$ cat src/rtl/seq_pkg.sv
`default_nettype none
// ============================================================================
//  Module      : seq_pkg
//  Description : Shared state encoding and stage-index constants for the
//                multi-cycle instruction sequencer.
//  Revision    : 1.0 - initial release
// ============================================================================
package seq_pkg;

    // Sequencer states; IDLE and ERR are the only states with no stage enable
    typedef enum logic [2:0] {
        S_IDLE  = 3'd0,
        S_FETCH = 3'd1,
        S_DEC   = 3'd2,
        S_RGRD  = 3'd3,
        S_ALU   = 3'd4,
        S_MEM   = 3'd5,
        S_RGWR  = 3'd6,
        S_ERR   = 3'd7
    } state_t;

    // Bit positions inside the one-hot stage-enable vector
    localparam int c_stg_fetch = 0;
    localparam int c_stg_dec   = 1;
    localparam int c_stg_rgrd  = 2;
    localparam int c_stg_alu   = 3;
    localparam int c_stg_mem   = 4;
    localparam int c_stg_rgwr  = 5;
    localparam int c_num_stg   = 6;

endpackage
`default_nettype wire

$ cat src/rtl/seq_wait_ctr.sv
`default_nettype none
// ============================================================================
//  Module      : seq_wait_ctr
//  Description : Wait / timeout counter shared by the FETCH and MEM stages.
//                Reports access completion (handshake or fixed wait states)
//                and a bus timeout when the handshake never arrives.
//  Revision    : 1.0 - initial release
// ============================================================================
module seq_wait_ctr #(
    parameter int USE_READY  = 1,
    parameter int FIXED_WAIT = 2,
    parameter int WAIT_W     = 4,
    parameter int TIMEOUT    = 15
) (
    input  logic clk,
    input  logic reset,
    input  logic i_clr,
    input  logic i_en,
    input  logic i_mem_ready,
    output logic o_done,
    output logic o_timeout
);

    localparam logic [WAIT_W-1:0] c_fixed   = WAIT_W'(FIXED_WAIT);
    localparam logic [WAIT_W-1:0] c_timeout = WAIT_W'(TIMEOUT);

    logic [WAIT_W-1:0] r_count;

    // Count cycles spent waiting; clear has priority so every access starts at 0
    always_ff @(posedge clk or negedge reset) begin
        if (!reset) begin
            r_count <= '0;
        end else if (i_clr) begin
            r_count <= '0;
        end else if (i_en) begin
            r_count <= r_count + 1'b1;
        end
    end

    generate
        if (USE_READY != 0) begin : g_ready_mode
            // A ready on the final allowed cycle still wins over the timeout
            assign o_done    = i_mem_ready;
            assign o_timeout = (r_count == c_timeout) && !i_mem_ready;
        end else begin : g_fixed_mode
            // Fixed wait states: complete on cycle FIXED_WAIT+1, never time out
            logic w_unused_ready;
            assign w_unused_ready = i_mem_ready;
            assign o_done    = (r_count == c_fixed);
            assign o_timeout = 1'b0;
        end
    endgenerate

endmodule
`default_nettype wire

$ cat src/rtl/seq_ctrl.sv
`default_nettype none
// ============================================================================
//  Module      : seq_ctrl
//  Description : Multi-cycle instruction sequencer for the 16-bit RISC core.
//                Drives one-hot stage enables and PC control, handles memory
//                waits, stage skipping, branch redirect, halt, bus timeout
//                and counts retired instructions.
//  Revision    : 1.0 - initial release
// ============================================================================
module seq_ctrl
    import seq_pkg::*;
#(
    parameter int USE_READY  = 1,
    parameter int FIXED_WAIT = 2,
    parameter int WAIT_W     = 4,
    parameter int TIMEOUT    = 15,
    parameter int RET_W      = 16
) (
    input  logic             clk,
    input  logic             reset,
    input  logic             halt,
    input  logic             mem_ready,
    input  logic             is_mem,
    input  logic             regwe,
    input  logic             shld_branch,
    output logic             en_fetch,
    output logic             en_dec,
    output logic             en_rgrd,
    output logic             en_alu,
    output logic             en_mem,
    output logic             en_rgwr,
    output logic             mem_req,
    output logic             pc_inc,
    output logic             pc_load,
    output logic             busy,
    output logic             bus_err,
    output logic [RET_W-1:0] retired
);

    state_t               r_state;
    state_t               w_state_nxt;
    logic [c_num_stg-1:0] w_stage;
    logic                 r_is_mem;
    logic                 r_regwe;
    logic                 w_retire;
    logic                 w_to_err;
    logic                 w_waiting;
    logic                 w_done;
    logic                 w_timeout;
    logic                 w_ctr_clr;

    assign w_waiting = (r_state == S_FETCH) || (r_state == S_MEM);
    // Clear whenever an access finishes or we are outside a memory stage,
    // so back-to-back MEM -> FETCH still starts from zero
    assign w_ctr_clr = !w_waiting || w_done || w_timeout;

    seq_wait_ctr #(
        .USE_READY  (USE_READY),
        .FIXED_WAIT (FIXED_WAIT),
        .WAIT_W     (WAIT_W),
        .TIMEOUT    (TIMEOUT)
    ) u_wait_ctr (
        .clk         (clk),
        .reset       (reset),
        .i_clr       (w_ctr_clr),
        .i_en        (w_waiting),
        .i_mem_ready (mem_ready),
        .o_done      (w_done),
        .o_timeout   (w_timeout)
    );

    // State register
    always_ff @(posedge clk or negedge reset) begin
        if (!reset) begin
            r_state <= S_IDLE;
        end else begin
            r_state <= w_state_nxt;
        end
    end

    // Next-state, stage enables and PC control pulses
    always_comb begin
        w_state_nxt = r_state;
        w_stage     = '0;
        mem_req     = 1'b0;
        pc_inc      = 1'b0;
        pc_load     = 1'b0;
        w_retire    = 1'b0;
        w_to_err    = 1'b0;
        case (r_state)
            S_IDLE: begin
                if (!halt) begin
                    w_state_nxt = S_FETCH;
                end
            end
            S_FETCH: begin
                w_stage[c_stg_fetch] = 1'b1;
                mem_req              = 1'b1;
                if (w_timeout) begin
                    w_to_err    = 1'b1;
                    w_state_nxt = S_ERR;
                end else if (w_done) begin
                    pc_inc      = 1'b1;
                    w_state_nxt = S_DEC;
                end
            end
            S_DEC: begin
                w_stage[c_stg_dec] = 1'b1;
                w_state_nxt        = S_RGRD;
            end
            S_RGRD: begin
                w_stage[c_stg_rgrd] = 1'b1;
                w_state_nxt         = S_ALU;
            end
            S_ALU: begin
                w_stage[c_stg_alu] = 1'b1;
                if (shld_branch) begin
                    pc_load  = 1'b1;
                    w_retire = 1'b1;
                end else if (r_is_mem) begin
                    w_state_nxt = S_MEM;
                end else if (r_regwe) begin
                    w_state_nxt = S_RGWR;
                end else begin
                    w_retire = 1'b1;
                end
            end
            S_MEM: begin
                w_stage[c_stg_mem] = 1'b1;
                mem_req            = 1'b1;
                if (w_timeout) begin
                    w_to_err    = 1'b1;
                    w_state_nxt = S_ERR;
                end else if (w_done) begin
                    if (r_regwe) begin
                        w_state_nxt = S_RGWR;
                    end else begin
                        w_retire = 1'b1;
                    end
                end
            end
            S_RGWR: begin
                w_stage[c_stg_rgwr] = 1'b1;
                w_retire            = 1'b1;
            end
            S_ERR: begin
                w_state_nxt = S_ERR;
            end
            default: begin
                w_state_nxt = S_IDLE;
            end
        endcase
        // Instruction boundary: halt only takes effect here
        if (w_retire) begin
            w_state_nxt = halt ? S_IDLE : S_FETCH;
        end
    end

    // Capture decoder flags while they are valid in DEC
    always_ff @(posedge clk or negedge reset) begin
        if (!reset) begin
            r_is_mem <= 1'b0;
            r_regwe  <= 1'b0;
        end else if (r_state == S_DEC) begin
            r_is_mem <= is_mem;
            r_regwe  <= regwe;
        end
    end

    // Sticky bus error and retired-instruction counter
    always_ff @(posedge clk or negedge reset) begin
        if (!reset) begin
            bus_err <= 1'b0;
            retired <= '0;
        end else begin
            if (w_to_err) begin
                bus_err <= 1'b1;
            end
            if (w_retire) begin
                retired <= retired + 1'b1;
            end
        end
    end

    assign en_fetch = w_stage[c_stg_fetch];
    assign en_dec   = w_stage[c_stg_dec];
    assign en_rgrd  = w_stage[c_stg_rgrd];
    assign en_alu   = w_stage[c_stg_alu];
    assign en_mem   = w_stage[c_stg_mem];
    assign en_rgwr  = w_stage[c_stg_rgwr];
    assign busy     = (r_state != S_IDLE) && (r_state != S_ERR);

endmodule
`default_nettype wire

$ cat config.mk
export PLATFORM = sky130hd
export DESIGN_NAME = seq_ctrl
export DESIGN_NICKNAME = d
export VERILOG_FILES = /design/src/rtl/seq_pkg.sv /design/src/rtl/seq_wait_ctr.sv /design/src/rtl/seq_ctrl.sv
export SDC_FILE = /design/constraint.sdc
export NUM_CORES = 1
export LEC_CHECK = 0
export CAP_MARGIN = 20
export CELL_PAD_IN_SITES_DETAIL_PLACEMENT = 1
export CELL_PAD_IN_SITES_GLOBAL_PLACEMENT = 2
export CORE_ASPECT_RATIO = 2
export CORE_MARGIN = 4
export CORE_UTILIZATION = 38
export CTS_BUF_LIST = sky130_fd_sc_hd__clkbuf_16
export CTS_CLUSTER_SIZE = 24
export DETAILED_ROUTE_END_ITERATION = 16
export DONT_BUFFER_PORTS = 1
export HOLD_SLACK_MARGIN = 0.02
export PLACE_DENSITY = 0.87
export SYNTH_ARGS = -nofsm -noshare
export SYNTH_HDL_FRONTEND = slang
export SYNTH_HIERARCHICAL = 1
export SYNTH_SLANG_ARGS = --single-unit
$ cat constraint.sdc
create_clock -name clk -period 2.65 [get_ports clk]
set_input_delay 0.6625 -clock clk [delete_from_list [all_inputs] [get_ports clk]]
set_output_delay 0.6625 -clock clk [all_outputs]
set_load 0.05 [all_outputs]
==> metrics.md, run 1 <==
| Metric | Value |
|---|---|
| Most frequent cells in the layout | dfrtp_1 (26), xnor2_1 (15), buf_4 (13), nor2_1 (9) |
| Data required, critical path | 1990 ps |
| Postcts setup bufs | 0 |
| Clk_lat worst skew | between 200 and 300 ps |
| Startpoint Class | register |
| Syn avg cell area | 10.6 µm² |
| Place WS | roughly 490 ps |
| Largest net degree at the start of global routing | 27 |
| Post-CTS Resized | 0 |
| # hold bufs at CTS | 0 |
| HP Class | in -> async |
| Ant. Diodes | 0 |
| Port Buffer Count | 0 |
| H-Tree Depth | 1 |
| Detailed Route Iter0 Violations | 17 |
| Kind of end point of the critical path | output port |
| Global-route wire length before repair | about 5.9 mm |
| Final Cycle Share | between 90 and 100% |
| Crit path buffers/inverters | 1 |
| Post-synth top area share | a little under half |
| Yosys top cell by area | dfrtp_1 |
| GPL Wtd Cong | 0.759 |
| Final Max Tran Viols | 0 |
| Detail Route Antenna Nets | 0 |
| Sequential area share after synthesis | between 40% and 50% |
| Layout cells sized above 1 | between 10% and 20% |
| Routed vias | ~1,100 |
| DRT Wirelength | roughly 3.5 mm |
| Synth Warn # | 6 |
| Static leakage | about 0.75 nW |
| Final hold violations | 0 |
| Synth Net Count | 145 |
| Mapped Area | ~1400 µm² |
| Unique masters post-synth | 38 |
| Commonest non-fill, non-tap cell in the layout | dfrtp_1 |
| DRC viols | 0 |
| Via density per instance | ~5.6 |
| Gr ovfl total | 0 |
| Area delta synth->final | 17.5% |
| Post-route setup slack | about 250 ps |
| Sinks on Clock Net | 26 |
| Slowest-stage cell, CP | dfrtp_1 |
| DP HPWL | between 2 and 3 mm |
| TritonCTS clock tree | yes |
| Final Cell Area | ~1700 µm² |
| Crit-path cells | ha_1 > and4b_1 > nand4bb_1 > nor2_1 > buf_4 |
| Die Y | 95.0 µm |
| Critical Path AT | 1740 ps |
| Synth top area cells | dfrtp_1 (45%), xnor2_1 (9.1%), o2111ai_1 (4.9%), and2_1 (3.5%), and3_1 (3.5%) |
| Slew @ Worst Pin | 754 ps |
| Longest Clk Path Bufs | 2 |
| Initial antenna violation count | 0 |
| Core region area | 3650 µm² |
| Peak VDD IR | approximately 660 µV |
| Total iterations of the first detailed-routing run | 2 |
| Crit path largest cell delay | a little over 400 ps |
| Rel. slew slack | 49.8% |
| Setup TNS | 0 ps |
| Power density over the cells | about 1100 nW/µm² |
| Clk slew on worst S/H paths | approximately 70 ps |
| Final Skew | between 2 and 3 ps |
| Setup CP Type | reg -> out |
| Yosys reg bits | 26 |
| CTS Root Cell | clkbuf_16 |
| Num CTS Buffers | 3 |
| Io pins | 34 |
| Rows | 31 |
| Setup Viol. Count Final | 0 |
| Post-layout min period | roughly 2400 ps |
| Maximum clock frequency | approximately 420 MHz |
| GRT Util Overall | between 15 and 20% |
| Delay-heaviest family, CP | simple AND/OR/NAND/NOR gates |
| Layout filler cell count | 419 |
| Die ar. | a little under 5000 µm² |
| Tot Pwr | approximately 1.9 mW |
| Status | completed |
| RSZ-0062 raised after global routing | false |
| Nets@finish | 155 |
| Post-DR wirelength/cell | around 18 µm |
| Vias in the first global route | 1,236 |
| Area after DPL | 1590 µm² |
| R2R depth | 6 |
| Critical Path Stages | 5 |
| Die width | ~50 µm |
| Post-synthesis cell count | about 140 |
| Initial core utilization | roughly two fifths |
| Worst-path fanout max | 6 |
| Maxcap violations | 0 |
-- layout make-up --
type / instances / area, µm² / area share (%)
clock inverter: 1 / 30.0 / 1.78
inverter: 2 / 7.51 / 0.444
sequential: 26 / 651 / 38.5
clock buffer: 3 / 75.1 / 4.44
multi-input combinational: 99 / 748 / 44.3
timing repair buffer: 14 / 118 / 6.96
tap: 49 / 61.3 / 3.63
-- synth_stat cells --
cell type,count
nor2b_1,5
mux2i_1,2
mux2_2,3
inv_1,2
o31a_1,2
and2_1,8
a32oi_1,1
nand4bb_1,1
and4b_1,1
o2111ai_1,8
and3_1,8
nor4b_1,1
buf_4,1
nor2_1,9
nand4_1,1
and3b_1,1
clkbuf_1,6
buf_2,2
mux2_4,2
o21bai_1,1
nand2b_1,4
a21o_1,1
dfrtp_1,26
o21ai_0,5
nor3b_2,1
and4_1,2
ha_1,2
nor3b_1,2
o211ai_1,2
a21bo_2,1
xnor2_1,15
nand3_1,1
a31oi_1,1
xor2_1,1
or2_1,1
nand3b_1,1
nor3_1,1
a21oi_1,4
-- state kept, by name, summed over array words and instances (netlist names) --
register,flops
u_wait_ctr/r_count,4
r_state,3
r_regwe,1
retired,16
r_is_mem,1
bus_err,1
-- layer usage --
metal	share of wire [%]	global-route usage (%)	routed length (µm)	vias to the layer above
li1	-	-	-	504
met1	37	17.3	1280	561
met2	57	28.5	1970	27
met3	6.0	4.07	209	2
met4	0.72	5.69	25	0
met5	0	0	0	-
-- worst paths after layout --
kind | startpoint | end | slack, ps
hold / removal | reset | retired[11] | 90
min in group clk | halt | r_state[0] | 520
max in group asynchronous | reset | bus_err | 2480
setup reg to reg | u_wait_ctr/r_count[0] | retired[1] | 560
setup / recovery | u_wait_ctr/r_count[0] | pc_inc | 250
hold reg to reg | r_is_mem | r_is_mem | 550
-- metrics by stage --
| step | std cells | hold slack, ps | util (%) |
|---|---|---|---|
| floorplan | 136 | 367 | - |
| CTS | 194 | 88.0 | 46.4 |
| global route | 194 | 76.1 | 46.4 |
| global placement | 190 | 368 | 43.5 |
| finish | 194 | 91.3 | 46.4 |
| detailed placement | 190 | 368 | 43.5 |
-- worst register-to-register path, stage by stage (launching register included) --
cell	delay [ps]
dfrtp_1	410
ha_1	240
and4b_1	240
nand4bb_1	260
nor3b_2	240
or2_1	280
mux2_4	320
-- power by group --
group / internal [mW] / switching [mW]
registers: 0.472 / 0.244
clock network: 0.300 / 0.136
logic: 0.280 / 0.433
total: 1.05 / 0.813
-- logic make-up (layout without fill, tap and decap cells) --
kind of cell	count (synthesis)	in the layout	share of synthesized area, %
muxes	7	7	5.83
DFF	26	26	45.2
buffers and inverters	11	20	3.30
and+or+nand+nor	48	48	21.1
xor gates and xnor gates	16	16	9.74
adders and majority gates	2	2	1.74
AOI/OAI and AO/OA	26	26	13.0
(Power assumes the default switching activity.)
==> run 2, diff against run 1 <==
--- a/config.mk
+++ b/config.mk
@@ -7,16 +7,16 @@
 export LEC_CHECK = 0
 export CAP_MARGIN = 20
 export CELL_PAD_IN_SITES_DETAIL_PLACEMENT = 1
-export CELL_PAD_IN_SITES_GLOBAL_PLACEMENT = 2
+export CELL_PAD_IN_SITES_GLOBAL_PLACEMENT = 1
 export CORE_ASPECT_RATIO = 2
 export CORE_MARGIN = 4
-export CORE_UTILIZATION = 38
+export CORE_UTILIZATION = 45
 export CTS_BUF_LIST = sky130_fd_sc_hd__clkbuf_16
 export CTS_CLUSTER_SIZE = 24
 export DETAILED_ROUTE_END_ITERATION = 16
 export DONT_BUFFER_PORTS = 1
 export HOLD_SLACK_MARGIN = 0.02
-export PLACE_DENSITY = 0.87
+export PLACE_DENSITY = 0.85
 export SYNTH_ARGS = -nofsm -noshare
 export SYNTH_HDL_FRONTEND = slang
 export SYNTH_HIERARCHICAL = 1
==> metrics.md, run 2 (synthesis gave the netlist of run 1 again) <==
| Metric | Value |
|---|---|
| Final Cycle Share | 91.0% |
| Num CTS Buffers | 3 |
| GRT Util Overall | between 15 and 20% |
| Longest Clk Path Bufs | 2 |
| GPL Wtd Cong | just over 0.8 |
| Commonest non-fill, non-tap cell in the layout | dfrtp_1 |
| Slew @ Worst Pin | roughly 670 ps |
| Final Skew | 6.23 ps |
| Rel. slew slack | a little over half |
| Global-route wire length before repair | just under 6 mm |
| Routed vias | 1,085 |
| Crit path largest cell delay | roughly 420 ps |
| R2R depth | 6 |
| Port Buffer Count | 0 |
| Net Sw Power | between 800 and 900 µW |
| CP endpoint | pc_inc |
| Ant. Diodes | 0 |
| Initial core utilization | around 48% |
| Startpoint Class | register |
| Die width | 48.0 µm |
| Detail Route Antenna Nets | 0 |
| Post-layout min period | ~2400 ps |
| Setup Viol. Count Final | 0 |
| Detailed Route Iter0 Violations | 16 |
| Layout filler cell count | approximately 330 |
| Clk_lat worst skew | 260 ps |
| TritonCTS clock tree | yes |
| Via density per instance | roughly 6.2 |
| Post-DR wirelength/cell | around 20 µm |
| Setup TNS | 0 ps |
| DRT Wirelength | around 3.5 mm |
| Static leakage | 0.743 nW |
| Comb power frac | about two fifths |
| Finished Core Util | approximately 55% |
| Die ar. | 4220 µm² |
| Place WS | a little over 500 ps |
| Largest net degree at the start of global routing | 27 |
| Crit-path cells | ha_1 > and4b_1 > nand4bb_1 > nor2_1 > buf_4 |
| Clock power share | a little under a fifth |
| Most frequent cells in the layout | dfrtp_1 (26), xnor2_1 (15), buf_4 (14), nor2_1 (9) |
| Initial antenna violation count | 0 |
| Kind of end point of the critical path | output port |
| Maxcap violations | 0 |
| Slowest-stage cell, CP | dfrtp_1 |
| Critical Path AT | 1750 ps |
| CP startpoint | u_wait_ctr/r_count[0] |
| Core region area | about 3000 µm² |
| Clk slew on worst S/H paths | 60 ps |
| Data required, critical path | approximately 2000 ps |
| Area delta synth->final | 14.5% |
| Reg2reg end | retired[1] |
| Maximum clock frequency | 415 MHz |
| Layout cells sized above 1 | about 18% |
| Peak VDD IR | approximately 600 µV |
| Tot Pwr | approximately 1.8 mW |
| RSZ-0062 raised after global routing | false |
| Power density over the cells | 1070 nW/µm² |
| Status | completed |
| Seq pwr share | roughly two fifths |
| Worst r2r src | u_wait_ctr/r_count[0] |
| Max FFs per register | 16 |
| DRC viols | 0 |
| # hold bufs at CTS | 0 |
| Rows | 28 |
| Int Power | around 950 µW |
| Gr ovfl total | 0 |
| Top flop regs | retired (16), u_wait_ctr/r_count (4), r_state (3) |
| Final Max Tran Viols | 0 |
| Nets@finish | roughly 160 |
| Die Y | approximately 90 µm |
| Post-CTS Resized | 0 |
| Io pins | 34 |
| Final hold violations | 0 |
| CTS Root Cell | clkbuf_16 |
| Largest Register | retired |
| DP HPWL | 2.67 mm |
| Reg2reg setup slack | 530 ps |
| HP Class | in -> async |
| Total iterations of the first detailed-routing run | 4 |
| Worst-path fanout max | 6 |
| Sinks on Clock Net | 26 |
| Setup CP Type | reg -> out |
| Post-route setup slack | between 200 and 250 ps |
| Sw frac | a little under half |
| Vias in the first global route | ~1,200 |
| H-Tree Depth | 1 |
| Postcts setup bufs | 0 |
==> run 2: changes by cell type in the layout (fill, tap and decap cells not counted) <==
cell / previous run / this run
buf_4: 13 / 14
bufinv_16: 1 / 0
clkinv_1: 0 / 1
==> run 2: power groups by stage <==
| stage | clock network, mW | logic (mW) | registers (mW) |
|---|---|---|---|
| floorplan | 0 | 0.544 | 0.682 |
| global placement | 0 | 0.710 | 0.700 |
| detailed placement | 0 | 0.741 | 0.705 |
| CTS | 0.344 | 0.746 | 0.698 |
| global route | 0.365 | 0.795 | 0.711 |
| finish | 0.335 | 0.737 | 0.696 |
==> run 2: layout make-up <==
| type | instances | area, µm² | share of cell area [%] |
|---|---|---|---|
| Clock inverter | 1 | 3.75 | 0.228 |
| Inverter | 2 | 7.51 | 0.456 |
| Tap cell | 30 | 37.5 | 2.28 |
| Clock buffer | 3 | 75.1 | 4.56 |
| Sequential cell | 26 | 651 | 39.5 |
| Multi-Input combinational cell | 99 | 748 | 45.4 |
| Timing Repair Buffer | 15 | 125 | 7.59 |
==> run 2: worst max-delay path, delay by kind of cell (launching register included) <==
| family | cells | cell delay [ps] |
|---|---|---|
| and+or+nand+nor | 3 | 630 |
| DFF | 1 | 420 |
| adders and majority gates | 1 | 250 |
| buffers and inverters | 1 | 210 |
==> run 2: how the worst min path moves through the flow <==
stage | startpoint | end | slack [ps]
3_5_place_dp | reset | retired[2] | 370
3_3_place_gp | reset | retired[4] | 370
5_1_grt | reset | retired[2] | 70
2_1_floorplan | reset | bus_err | 370
6_report | reset | retired[2] | 90
4_1_cts | reset | retired[2] | 80
==> run 2: per-layer routing <==
layer,global-route usage (%),share of wire [%],vias up
li1,-,-,505
met3,4.73,6.6,8
met5,0,0,-
met2,33.5,56,37
met1,20.2,34,535
met4,10.5,3.1,0
==> run 2: through the flow <==
| stage | hold slack (ps) | cells | area (µm²) |
|---|---|---|---|
| floorplan | 367 | 136 | 1440 |
| global placement | 368 | 172 | 1570 |
| detailed placement | 368 | 172 | 1570 |
| CTS | 83.6 | 176 | 1650 |
| global route | 73.5 | 176 | 1650 |
| finish | 86.7 | 176 | 1650 |
